[config.mk]
export PLATFORM = sky130hd
export DESIGN_NAME = loop_cnt_bank
export DESIGN_NICKNAME = d
export VERILOG_FILES = /design/src/rtl/loop_cnt_bank.sv
export SDC_FILE = /design/constraint.sdc
export NUM_CORES = 1
export LEC_CHECK = 0
export BUFFER_PORTS_ARGS = -buffer_cell sky130_fd_sc_hd__buf_2
export CAP_MARGIN = 20
export CORE_UTILIZATION = 40
export CTS_BUF_LIST = sky130_fd_sc_hd__clkbuf_4 sky130_fd_sc_hd__clkbuf_8 sky130_fd_sc_hd__clkbuf_16
export DETAILED_ROUTE_END_ITERATION = 6
export PLACE_DENSITY = 0.58
export REMOVE_ABC_BUFFERS = 1
export SYNTH_ARGS = -nofsm -noshare
export SYNTH_HDL_FRONTEND = slang
export SYNTH_SLANG_ARGS = --single-unit
[constraint.sdc]
create_clock -name Clk -period 3.19 [get_ports Clk]
set_input_delay 0.319 -clock Clk [delete_from_list [all_inputs] [get_ports Clk]]
set_output_delay 0.319 -clock Clk [all_outputs]
set_load 0.02 [all_outputs]
[src/rtl/loop_cnt_bank.sv]
// loop_cnt_bank
//   Bank of N loop/pointer counters for the datapath. Each channel has its
//   own count, base (captured on load), limit and sticky done flag. A single
//   channel index selects which counter a command acts on and which counter
//   is shown on dout.
//
// Ports
//   Clk      in   clock, rising edge
//   RST      in   synchronous active-high reset (overrides all commands)
//   CH       in   [CW]  channel select for commands and dout/zero
//   Wen      in   load count[CH] from BusOut (may capture base)
//   Wlim     in   load limit[CH] from BusOut (independent of count commands)
//   Restore  in   count[CH] <- base[CH]
//   Inc      in   count[CH] += STEP
//   Dec      in   count[CH] -= STEP
//   BusOut   in   [W]   data bus
//   dout     out  [W]   count of selected channel (0 when CH >= N)
//   zero     out        selected count is 0 (1 when CH >= N)
//   done     out  [N]   sticky per-channel limit-reached flags
module loop_cnt_bank #(
    parameter int W            = 8,
    parameter int N            = 4,
    parameter int CW           = 2,
    parameter int STEP         = 1,
    parameter int SAT          = 0,
    parameter int BASE_ON_ZERO = 1
) (
    input  logic          Clk,
    input  logic          RST,
    input  logic [CW-1:0] CH,
    input  logic          Wen,
    input  logic          Wlim,
    input  logic          Restore,
    input  logic          Inc,
    input  logic          Dec,
    input  logic [W-1:0]  BusOut,
    output logic [W-1:0]  dout,
    output logic          zero,
    output logic [N-1:0]  done
);

    logic [W-1:0] count_q [N];
    logic [W-1:0] base_q  [N];
    logic [W-1:0] limit_q [N];
    logic [N-1:0] done_q;

    // Selected-channel view. An out-of-range CH matches no channel, so the
    // selected values default to 0 and no channel is written.
    logic [W-1:0] cur_count;
    logic [W-1:0] cur_base;
    logic [W-1:0] cur_limit;

    always_comb begin
        cur_count = '0;
        cur_base  = '0;
        cur_limit = '0;
        for (int i = 0; i < N; i++) begin
            if (int'(CH) == i) begin
                cur_count = count_q[i];
                cur_base  = base_q[i];
                cur_limit = limit_q[i];
            end
        end
    end

    // Step arithmetic in W+1 bits so the carry/borrow is visible for
    // saturation.
    logic [W:0]   inc_full;
    logic [W:0]   dec_full;
    logic [W-1:0] inc_val;
    logic [W-1:0] dec_val;
    logic [W-1:0] step_val;
    logic         do_step;

    always_comb begin
        inc_full = {1'b0, cur_count} + (W+1)'(STEP);
        dec_full = {1'b0, cur_count} - (W+1)'(STEP);
        inc_val  = ((SAT != 0) && inc_full[W]) ? {W{1'b1}} : inc_full[W-1:0];
        dec_val  = ((SAT != 0) && dec_full[W]) ? {W{1'b0}} : dec_full[W-1:0];
        step_val = Inc ? inc_val : dec_val;
        // Inc together with Dec cancels out and the count holds.
        do_step  = !Wen && !Restore && (Inc ^ Dec);
    end

    always_ff @(posedge Clk) begin
        for (int i = 0; i < N; i++) begin
            if (RST) begin
                count_q[i] <= '0;
                base_q[i]  <= '0;
                limit_q[i] <= {W{1'b1}};
                done_q[i]  <= 1'b0;
            end else if (int'(CH) == i) begin
                if (Wen) begin
                    count_q[i] <= BusOut;
                    if ((BASE_ON_ZERO == 0) || (cur_count == '0))
                        base_q[i] <= BusOut;
                    done_q[i]  <= 1'b0;
                end else if (Restore) begin
                    count_q[i] <= cur_base;
                    done_q[i]  <= 1'b0;
                end else if (do_step) begin
                    count_q[i] <= step_val;
                    // Compared against the limit held before this edge, so a
                    // same-cycle Wlim does not affect this step.
                    if (step_val == cur_limit)
                        done_q[i] <= 1'b1;
                end
                if (Wlim)
                    limit_q[i] <= BusOut;
            end
        end
    end

    assign dout = cur_count;
    assign zero = (cur_count == '0);
    assign done = done_q;

endmodule

==> results of run 1 <==
-- critical path: stages (launching register included) --
cell	delay (ps)
sky130_fd_sc_hd__edfxtp_1	390
sky130_fd_sc_hd__mux4_1	550
sky130_fd_sc_hd__ha_1	400
sky130_fd_sc_hd__a2111oi_2	340
sky130_fd_sc_hd__o221a_2	260
sky130_fd_sc_hd__o31a_1	190
sky130_fd_sc_hd__xor2_1	150
sky130_fd_sc_hd__buf_4	160
sky130_fd_sc_hd__nor2_1	40
sky130_fd_sc_hd__a221o_1	280
-- state kept, by name, summed over array words and instances, names as in the netlist --
name	count
limit_q	32
base_q	32
done	4
count_q	32
-- metal layers --
metal  vias up  part of all wire, %
li1       1692                    -
met1      1821                   43
met2       148                   49
met3        19                  6.1
met4         0                  1.8
met5         -                    0
-- final timing paths --
kind / start / endpoint / slack, ps / cells past startpoint
max: count_q[0][2]$_DFFE_PP_ / count_q[1][7]$_DFFE_PP_ / 180 / 9
min: RST / count_q[2][1]$_SDFFCE_PN0P_ / 400 / 2
max reg2reg: count_q[0][2]$_DFFE_PP_ / count_q[1][7]$_DFFE_PP_ / 180 / 9
min reg2reg: done[2]$_SDFFE_PP0P_ / done[2]$_SDFFE_PP0P_ / 510 / 2
-- power by group --
part	leakage, uW	internal, uW	switching [uW]
logic	0.00111	241	358
registers	0.00102	1520	21.0
clock network	0.000140	546	493
total	0.00226	2300	872
-- cells in the final DEF (no fill, tap or decap), types with 2 or more instances in the layout --
| master | netlist | layout |
|---|---|---|
| sky130_fd_sc_hd__o21ai_0 | 15 | 15 |
| sky130_fd_sc_hd__buf_2 | 4 | 29 |
| sky130_fd_sc_hd__nand3b_1 | 3 | 3 |
| sky130_fd_sc_hd__nor3_4 | 4 | 4 |
| sky130_fd_sc_hd__a221o_1 | 10 | 10 |
| sky130_fd_sc_hd__xor2_1 | 4 | 4 |
| sky130_fd_sc_hd__a22oi_1 | 4 | 4 |
| sky130_fd_sc_hd__nor2_1 | 35 | 35 |
| sky130_fd_sc_hd__mux2i_1 | 4 | 4 |
| sky130_fd_sc_hd__nor2b_1 | 2 | 2 |
| sky130_fd_sc_hd__or3_1 | 25 | 25 |
| sky130_fd_sc_hd__o211ai_1 | 6 | 6 |
| sky130_fd_sc_hd__nor4_2 | 2 | 2 |
| sky130_fd_sc_hd__nand3_1 | 11 | 11 |
| sky130_fd_sc_hd__nand2_1 | 31 | 31 |
| sky130_fd_sc_hd__buf_4 | 1 | 23 |
| sky130_fd_sc_hd__clkbuf_16 | 0 | 9 |
| sky130_fd_sc_hd__nand2b_1 | 10 | 10 |
| sky130_fd_sc_hd__mux2_2 | 7 | 7 |
| sky130_fd_sc_hd__o21ai_1 | 3 | 3 |
| sky130_fd_sc_hd__a21oi_1 | 9 | 9 |
| sky130_fd_sc_hd__inv_6 | 0 | 2 |
| sky130_fd_sc_hd__dfxtp_1 | 4 | 4 |
| sky130_fd_sc_hd__xor3_1 | 2 | 2 |
| sky130_fd_sc_hd__xnor2_1 | 5 | 5 |
| sky130_fd_sc_hd__a32oi_1 | 8 | 8 |
| sky130_fd_sc_hd__mux4_2 | 22 | 22 |
| sky130_fd_sc_hd__ha_1 | 6 | 6 |
| sky130_fd_sc_hd__edfxtp_1 | 96 | 96 |
| sky130_fd_sc_hd__and3_1 | 2 | 2 |
| sky130_fd_sc_hd__and2_1 | 34 | 34 |
| sky130_fd_sc_hd__inv_1 | 5 | 5 |
| sky130_fd_sc_hd__mux4_1 | 2 | 2 |
-- cells in the mapped netlist (all sizes together), types with 2 or more instances --
library cell and n:
edfxtp 96, nor2 35, and2 34, nand2 32, or3 25, mux4 24, o21ai 19, clkbuf 18
nand3 12, buf 11, a221o 10, nand2b 10, a21oi 9, a32oi 8, mux2 7, ha 6
o211ai 6, xor2 6, inv 5, nor3 5, xnor2 5, a22oi 4, dfxtp 4, mux2i 4
nand3b 3, nor4 3, a2111oi 2, and3 2, nor2b 2, xor3 2
-- area by class of cell --
type	instances	share of cell area, %
Inverter	5	0.3027
Clock buffer	10	3.753
Tap cell	176	3.551
Multi-Input combinational cell	289	38.42
Clock inverter	6	0.7466
Timing Repair Buffer	53	5.448
Sequential cell	100	47.78
-- metrics by stage --
| stage | util [%] | instances |
|---|---|---|
| 6_report | 46.46 | 639 |
| 5_1_grt | 46.46 | 639 |
| 4_1_cts | 46.41 | 639 |
| 3_5_place_dp | 44.32 | 623 |
| 3_3_place_gp | 44.32 | 623 |
| 2_1_floorplan | - | 394 |
-- cell families (layout without fill, tap and decap cells) --
logic type                 after synthesis  in the layout  share of synthesized area, %
xor gates and xnor gates                13             13                         3.095
adders and majority gates                7              7                         1.730
AOI/OAI and AO/OA                       65             65                         9.081
muxes                                   35             35                         12.13
buffers and inverters                   34             74                         2.890
DFF                                    100            100                         53.89
and+or+nand+nor                        169            169                         17.18
==> results.ini, run 1 <==
[power_and_ir_drop]
totalPowerFinal_uw=3176
leakagePower_uw=0.002264
vdd_ir_drop_max_uv=324.2
pwr_density_cell_mw_per_mm2=512.1

[critical_path]
setup.worst_path.end_class=flip-flop
timing.critical_path.required_ps=3290
highest_net_fanout_along_the_worst_path=6
timing.critical_path.arrival_ps=3110
critPathLaunchType=flip-flop
critical_path_class=reg2reg

[logic_synthesis]
synth-warning-count=0
post_synth_instance_area_mm2=0.005498
synth_area_leader_cell=sky130_fd_sc_hd__edfxtp_1
share_of_yosys_cell_area_claimed_by_the_top_area_cell_type_pct=52.44
avgSynthCellArea_um2=13.00
register_area_share_after_synthesis_pct=53.89
synth_top_flop_cell=sky130_fd_sc_hd__edfxtp_1
synth_edf_count=96
synthesis.instances=423
synth-seq-cells=100
netlist_top_cells_area=sky130_fd_sc_hd__edfxtp_1 52%, sky130_fd_sc_hd__mux4_2 9.0%, sky130_fd_sc_hd__and2_1 3.9%, sky130_fd_sc_hd__or3_1 2.8%, sky130_fd_sc_hd__nor2_1 2.4%
ys_async_sr_fraction_pct=0
netlist-cell-type-count=57

[clock_tree]
worst_skew_pair.late_latency_ps=350
tritoncts=yes
path_clk_slew_ps=70
clock_buffers_created_by_tritoncts=9
cts-resized-gates=0
cts_max_path_buffers=2
clock_sinks=100
cts.hold.buffers_added=0
cts_root_buf=sky130_fd_sc_hd__clkbuf_16
post_cts.repair.setup_buffers=0
cts-htree-levels=3

[grt]
grt_start_max_net_pins=27
first_pass_grt_wire_length_mm=22.35
m3_gr_usage_pct=3.448
global_route.usage.met2_pct=34.63
groute.usage.overall_pct=21.54
grtUsageMet1_pct=29.73
antenna_found_initial=0
grt_pass1_vias=3700
busiest_metal_layer_after_global_routing=met2
grt-ovfl-total=0

[route]
routed-via-count=3680
routed_via_density=5.759
drt_first_iter_violations=394
totalWireLength_mm=14.22
first_pass_iters=6
remaining_drc_errors=0
final_antenna_net_count=0
routedWlPerCell_um=22.26

[floorplanning]
row_count=42
dieHeight_um=119.2
design.portCount=30
floorplan.die_area_mm2=0.01422
core_area_mm2=0.01335
die-width_um=119.2
initial_utilization_pct=41.19

[timing]
finalClockSkew_ps=10.20
timing.final.crit_share_pct=94.35
fin_tns_setup_ps=0
timing.hold.ws_ps=397.7
fin_crit_ps=3010
final-max-slew-violation-count=0
fmaxAchievable_mhz=332.2
grt_setup_unrepaired=no
worst_slew_margin_rel_pct=55.82
report.final.setup_viol=0
final_critical_path_setup_slack_ps=180.1
final-hold-violation-count=0
max_slew.worst_pin.slew_ps=660.3

[finish]
final_layout_size_suffix_gt1_share_pct=24.41
regArea_mm2=0.002963
final_design_area_no_fill_mm2=0.006201
nNetsFinal=482
footprint_of_the_multi_input_gates_mm2=0.002382
antenna_cells=0
syn_to_final_growth_pct=12.79
filler_cell_count=1215

[outcome]
run_status=finished, final reports clean

[placement]
buffers_added_on_ports=29
hpwl_mm=9.939
postPlaceCellArea_mm2=0.005916
place.gp.congestion=0.8688
placement.setup.worst_slack_ps=-14.88

[flow_run]
max_cap_violations=0

[worst_hold_path]
hold_class=in2reg

(Power assumes the default switching activity.)
==> run 2, diff against run 1 <==
--- a/config.mk
+++ b/config.mk
@@ -10,6 +10,7 @@
 export CORE_UTILIZATION = 40
 export CTS_BUF_LIST = sky130_fd_sc_hd__clkbuf_4 sky130_fd_sc_hd__clkbuf_8 sky130_fd_sc_hd__clkbuf_16
 export DETAILED_ROUTE_END_ITERATION = 6
+export MAX_ROUTING_LAYER = met4
 export PLACE_DENSITY = 0.58
 export REMOVE_ABC_BUFFERS = 1
 export SYNTH_ARGS = -nofsm -noshare
==> constraint.sdc (replaced) <==
create_clock -name Clk -period 3.19 [get_ports Clk]
set_input_delay 0.1595 -clock Clk [delete_from_list [all_inputs] [get_ports Clk]]
set_output_delay 0.1595 -clock Clk [all_outputs]
set_load 0.02 [all_outputs]
==> run 2 against run 1 <==
Compared with the run above:
- design area shrank 0.61%
- die area is the same
- utilization shrank 0.28 points
- register-to-register slack lost 60 ps
==> results.ini, run 2 (synthesis gave the netlist of run 1 again) <==
[grt]
antenna_found_initial=0  ; unchanged
grt_pass1_vias=3736  ; was 3700
first_pass_grt_wire_length_mm=22.63  ; was 22.35 mm
grt_start_max_net_pins=27  ; unchanged
grt-ovfl-total=0  ; unchanged
groute.usage.overall_pct=22.34  ; was 21.54%

[timing]
final-hold-violation-count=0  ; unchanged
finalClockSkew_ps=13.34  ; was 10.20 ps
grt_setup_unrepaired=no  ; unchanged
max_slew.worst_pin.slew_ps=689.1  ; was 660.3 ps
fmaxAchievable_mhz=326.2  ; was 332.2 MHz
fin_crit_ps=3065  ; was 3010 ps
timing.hold.ws_ps=258.6  ; was 397.7 ps
report.final.setup_viol=0  ; unchanged
worst_slew_margin_rel_pct=53.89  ; was 55.82%
timing.final.crit_share_pct=96.09  ; was 94.35%
final-max-slew-violation-count=0  ; unchanged
fin_tns_setup_ps=0  ; unchanged

[finish]
reg.largest.list=base_q x32, count_q x32, limit_q x32  ; unchanged
final_design_area_no_fill_mm2=0.006163  ; was 0.006201 mm2
final_cell_utilization_of_the_core_pct=46.18  ; was 46.46%
antenna_cells=0  ; unchanged
syn_to_final_growth_pct=12.11  ; was 12.79%
layoutNonFillerInstCount=632  ; was 639
final_layout_size_suffix_gt1_share_pct=23.68  ; was 24.41%
filler_cell_count=1236  ; was 1215
nNetsFinal=475  ; was 482
regArea_mm2=0.002963  ; unchanged
footprint_of_the_multi_input_gates_mm2=0.002387  ; was 0.002382 mm2
layout_commonest_cell=sky130_fd_sc_hd__edfxtp_1  ; unchanged
most-common-layout-cells=96 x sky130_fd_sc_hd__edfxtp_1, 35 x sky130_fd_sc_hd__nor2_1, 34 x sky130_fd_sc_hd__and2_1  ; unchanged

[clock_tree]
cts_max_path_buffers=2  ; unchanged
path_clk_slew_ps=70  ; about the same
worst_skew_pair.late_latency_ps=350  ; about the same
clock_sinks=100  ; unchanged
cts-htree-levels=3  ; unchanged
cts_root_buf=sky130_fd_sc_hd__clkbuf_16  ; unchanged
clock_buffers_created_by_tritoncts=9  ; unchanged
tritoncts=yes  ; unchanged

[route]
routedWlPerCell_um=22.68  ; was 22.26 um
final_antenna_net_count=0  ; unchanged
totalWireLength_mm=14.33  ; was 14.22 mm
drt_first_iter_violations=391  ; was 394
routed-via-count=3691  ; was 3680
first_pass_iters=5  ; was 6
remaining_drc_errors=0  ; unchanged
routed_via_density=5.840  ; was 5.759

[flow_run]
max_cap_violations=0  ; unchanged

[critical_path]
critical_path.reg2reg.endpoint=count_q[1][7]$_DFFE_PP_  ; unchanged
critPathLaunch=count_q[1][2]$_DFFE_PP_  ; was count_q[0][2]$_DFFE_PP_
worst-r2r-setup-slack_ps=120  ; was 180 ps
timing.critical_path.required_ps=3290  ; about the same
setup.worst_path.end_class=flip-flop  ; unchanged
highest_net_fanout_along_the_worst_path=7  ; was 6
timing.critical_path.arrival_ps=3160  ; was 3110 ps
reg2regPathDepth=8  ; was 9
critical_path_class=reg2reg  ; unchanged
critPathLaunchType=flip-flop  ; unchanged
r2r_start=count_q[1][2]$_DFFE_PP_  ; was count_q[0][2]$_DFFE_PP_

[placement]
post-place-cells=616  ; was 623
postPlaceCellArea_mm2=0.005851  ; was 0.005916 mm2
buffers_added_on_ports=29  ; unchanged
hpwl_mm=10.18  ; was 9.939 mm
place.gp.congestion=0.8430  ; was 0.8688

[floorplanning]
die-width_um=119.2  ; unchanged
dieHeight_um=119.2  ; unchanged
floorplan.die_area_mm2=0.01422  ; unchanged
row_count=42  ; unchanged
core_area_mm2=0.01335  ; unchanged
design.portCount=30  ; unchanged
initial_utilization_pct=41.19  ; unchanged

[worst_hold_path]
timing.hold.worst_endpoint=count_q[2][1]$_SDFFCE_PN0P_  ; unchanged
hold_class=in2reg  ; unchanged
hold_path.startpoint=RST  ; unchanged
holdPathStages=2  ; unchanged

[power_and_ir_drop]
pwr_density_cell_mw_per_mm2=525.1  ; was 512.1 mW/mm2
p_sw_uw=874.8  ; was 872.1 uW
vdd_ir_drop_max_uv=381.7  ; was 324.2 uV
power_report.internal_total_uw=2362  ; was 2303 uW
switching_share_of_total_power_pct=27.03  ; was 27.46%
power_frac_seq_pct=47.5  ; was 48.4%
clock_power_share_pct=34.8  ; was 32.7%
combinationalPowerShare_pct=17.7  ; was 18.9%
leakagePower_uw=0.002235  ; was 0.002264 uW

[outcome]
run_status=finished, final reports clean  ; unchanged

==> run 2: repair_timing <==
item,in CTS,in global routing
buffers inserted,0,0
hold buffers,0,0
gates resized for setup,1,2
endpoints found under the hold margin,0,0
setup endpoints to repair,3,10
==> run 2: final cells by class <==
type                            count  area share [%]
Clock buffer                       10           3.776
Tap cell                          176           3.573
Inverter                            5          0.3045
Timing Repair Buffer               46           4.426
Clock inverter                      6           1.117
Sequential cell                   100           48.07
Multi-Input combinational cell    289           38.73
==> run 2: stage by stage <==
stage | setup slack [ps] | power, uW
3_3_place_gp | 29.00 | 2125
4_1_cts | 3.926 | 3255
6_report | 124.6 | 3237
3_5_place_dp | -31.39 | 2137
5_1_grt | 10.68 | 3347
2_1_floorplan | 207.9 | 1918
==> run 2: critical path, stage by stage (launching register included) <==
cell and delay [ps]:
sky130_fd_sc_hd__edfxtp_1 370, sky130_fd_sc_hd__mux4_1 570, sky130_fd_sc_hd__ha_2 360, sky130_fd_sc_hd__a2111oi_1 400, sky130_fd_sc_hd__o221a_2 280, sky130_fd_sc_hd__o31a_1 210
sky130_fd_sc_hd__xor2_2 280, sky130_fd_sc_hd__nor2_1 70, sky130_fd_sc_hd__a221o_1 270
==> run 2: worst max path at each step <==
| stage | to | slack (ps) | depth (start not counted) |
|---|---|---|---|
| after floorplan | count_q[0][7]$_DFFE_PP_ | 210 | 8 |
| after global placement | count_q[1][7]$_DFFE_PP_ | 30 | 9 |
| after detailed placement | count_q[1][7]$_DFFE_PP_ | -30 | 8 |
| after CTS | count_q[1][7]$_DFFE_PP_ | 4 | 8 |
| after global routing | count_q[2][6]$_SDFFCE_PN0P_ | 10 | 9 |
| final | count_q[1][7]$_DFFE_PP_ | 120 | 8 |
==> run 2: routing by layer <==
layer / part of all wire [%] / up-vias / track usage, %
li1: - / 1680 / -
met1: 44 / 1847 / 29.95
met2: 49 / 143 / 34.81
met3: 5.3 / 21 / 4.167
met4: 1.8 / 0 / 6.171
met5: 0 / - / -
==> run 2: power by group through the flow <==
stage | clock (uW) | combinational [uW] | sequential [uW]
2_1_floorplan | 0 | 363 | 1560
3_3_place_gp | 0 | 560 | 1560
3_5_place_dp | 0 | 569 | 1570
4_1_cts | 1140 | 574 | 1540
5_1_grt | 1190 | 614 | 1550
6_report | 1130 | 573 | 1540
==> run 3, diff against run 2 <==
--- a/config.mk
+++ b/config.mk
@@ -7,6 +7,7 @@
 export LEC_CHECK = 0
 export BUFFER_PORTS_ARGS = -buffer_cell sky130_fd_sc_hd__buf_2
 export CAP_MARGIN = 20
+export CORE_MARGIN = 2
 export CORE_UTILIZATION = 40
 export CTS_BUF_LIST = sky130_fd_sc_hd__clkbuf_4 sky130_fd_sc_hd__clkbuf_8 sky130_fd_sc_hd__clkbuf_16
 export DETAILED_ROUTE_END_ITERATION = 6
==> run 3 against run 2 <==
Compared with the run above:
- maximum frequency grew 1.7%
- final cell count grew 0.47%
- critical path depth is the same
- utilization grew 0.18 points
- highest routed layer unchanged
- setup slack gained 51 ps
- via count grew 0.65%
- first-iteration DRC count shrank 24%
- critical path type unchanged
- clock skew is essentially flat
- the flow now finishes with violations (DRC)
==> results.ini, run 3 (synthesis gave the netlist of run 1 again) <==
[critical_path]
critPathLaunchType=flip-flop  ; unchanged
worst-r2r-setup-slack_ps=180  ; was 120 ps
timing.critical_path.arrival_ps=3250  ; was 3160 ps
timing.critical_path.required_ps=3420  ; was 3290 ps
setup.worst_path.end_class=flip-flop  ; unchanged
critical_path_class=reg2reg  ; unchanged
slowest_delay_ps=570  ; about the same
reg2regPathDepth=8  ; unchanged
crit_path_top_delay_cell=sky130_fd_sc_hd__mux4_1  ; unchanged
highest_net_fanout_along_the_worst_path=5  ; was 7
crit_chain=mux4_1 > ha_1 > a2111oi_0 > o221a_2 > o31a_1 > xor3_1 > nand4b_1 > o21ai_1  ; was mux4_1 > ha_2 > a2111oi_1 > o221a_2 > o31a_1 > xor2_2 > nor2_1 > a221o_1

[placement]
placement.setup.worst_slack_ps=41.36  ; was -31.39 ps
hpwl_mm=10.09  ; was 10.18 mm
post-place-cells=619  ; was 616
place.gp.congestion=0.8789  ; was 0.8430
buffers_added_on_ports=29  ; unchanged

[floorplanning]
dieHeight_um=121.2  ; was 119.2 um
floorplan.die_area_mm2=0.01470  ; was 0.01422 mm2
die-width_um=121.2  ; was 119.2 um
core_area_mm2=0.01335  ; unchanged
design.portCount=30  ; unchanged
initial_utilization_pct=41.19  ; unchanged
row_count=42  ; unchanged

[grt]
groute.usage.overall_pct=20.99  ; was 22.34%
antenna_found_initial=0  ; unchanged
first_pass_grt_wire_length_mm=21.97  ; was 22.63 mm
grt_start_max_net_pins=27  ; unchanged
grt_pass1_vias=3614  ; was 3736
grt-ovfl-total=0  ; unchanged

[finish]
layoutNonFillerInstCount=635  ; was 632
final_layout_size_suffix_gt1_share_pct=23.97  ; was 23.68%
most-common-layout-cells=96 x sky130_fd_sc_hd__edfxtp_1, 35 x sky130_fd_sc_hd__nor2_1, 34 x sky130_fd_sc_hd__and2_1  ; unchanged
nNetsFinal=478  ; was 475
footprint_of_the_multi_input_gates_mm2=0.002384  ; was 0.002387 mm2
filler_cell_count=1231  ; was 1236
reg.largest.list=base_q x32, count_q x32, limit_q x32  ; unchanged
syn_to_final_growth_pct=12.54  ; was 12.11%
antenna_cells=0  ; unchanged
layout_commonest_cell=sky130_fd_sc_hd__edfxtp_1  ; unchanged
regArea_mm2=0.002963  ; unchanged

[timing]
report.final.setup_viol=0  ; unchanged
final-max-slew-violation-count=0  ; unchanged
grt_setup_unrepaired=no  ; unchanged
fin_crit_ps=3014  ; was 3065 ps
max_slew.worst_pin.slew_ps=683.1  ; was 689.1 ps
worst_slew_margin_rel_pct=54.29  ; was 53.89%
final-hold-violation-count=0  ; unchanged
final_critical_path_setup_slack_ps=176.0  ; was 124.6 ps
fin_tns_setup_ps=0  ; unchanged
finalClockSkew_ps=13.29  ; was 13.34 ps
timing.final.crit_share_pct=94.48  ; was 96.09%
fmaxAchievable_mhz=331.8  ; was 326.2 MHz

[clock_tree]
cts-htree-levels=3  ; unchanged
cts-resized-gates=0  ; was 1
path_clk_slew_ps=70  ; about the same
clock_buffers_created_by_tritoncts=9  ; unchanged
worst_skew_pair.late_latency_ps=360  ; was 350 ps
cts_root_buf=sky130_fd_sc_hd__clkbuf_16  ; unchanged
post_cts.repair.setup_buffers=0  ; unchanged
clock_sinks=100  ; unchanged
cts_max_path_buffers=2  ; unchanged
cts.hold.buffers_added=0  ; unchanged
tritoncts=yes  ; unchanged

[worst_hold_path]
holdPathStages=2  ; unchanged
hold_class=in2reg  ; unchanged

[route]
first_pass_iters=7  ; was 5
final_antenna_net_count=0  ; unchanged
routedWlPerCell_um=22.35  ; was 22.68 um
totalWireLength_mm=14.19  ; was 14.33 mm
remaining_drc_errors=4  ; was 0
routed-via-count=3715  ; was 3691
drt_first_iter_violations=299  ; was 391
routed_via_density=5.850  ; was 5.840

[outcome]
failed_checks=DRC
run_status=finished, violations left  ; was finished, final reports clean

[flow_run]
max_cap_violations=0  ; unchanged

[power_and_ir_drop]
vdd_ir_drop_max_uv=343.5  ; was 381.7 uV
pwr_density_cell_mw_per_mm2=527.2  ; was 525.1 mW/mm2
leakagePower_uw=0.002244  ; was 0.002235 uW

-- run 3: critical path: cells and delay by family, from the launching register on --
kind	cells	cell delay [ps]
DFF	1	350
muxes	1	570
xor gates and xnor gates	1	430
and+or+nand+nor	1	190
adders and majority gates	1	370
AOI/OAI and AO/OA	4	980
-- run 3: final timing paths --
check / start / to
max: count_q[1][2]$_DFFE_PP_ / done[2]$_SDFFE_PP0P_
min: RST / count_q[2][1]$_SDFFCE_PN0P_
max reg2reg: count_q[1][2]$_DFFE_PP_ / done[2]$_SDFFE_PP0P_
min reg2reg: done[2]$_SDFFE_PP0P_ / done[2]$_SDFFE_PP0P_
-- run 3: area by class of cell --
| type | count | share of cell area (%) |
|---|---|---|
| flip-flops and latches | 100 | 47.89 |
| multi-input cells | 289 | 38.52 |
| repair buffers | 49 | 4.772 |
| clock buffers | 9 | 3.640 |
| well taps | 176 | 3.559 |
| clock inverters | 7 | 1.314 |
| inverters | 5 | 0.3033 |
-- run 3: power breakdown --
| part | switching (uW) | total, uW | internal, uW |
|---|---|---|---|
| Combinational | 355 | 584 | 229 |
| Clock | 518 | 1140 | 621 |
| Sequential | 23.1 | 1540 | 1520 |
-- run 3: routing by layer --
metal  vias up  GRT usage, %  share of wire (%)
met5         -             -                  0
met4         0         5.101                2.1
met3        24         4.558                5.3
met2       149         33.04                 48
met1      1853         28.06                 45
li1       1689             -                  -
-- run 3: metrics by stage --
step	utilization, %	instance area [um2]	hold WS [ps]	power (uW)
after global routing	46.35	6187	261.1	3372
after detailed placement	44.00	5873	488.9	2146
after floorplan	-	5358	337.3	1918
after CTS	46.30	6180	255.2	3264
final	46.35	6187	253.6	3262
after global placement	44.00	5873	498.7	2136
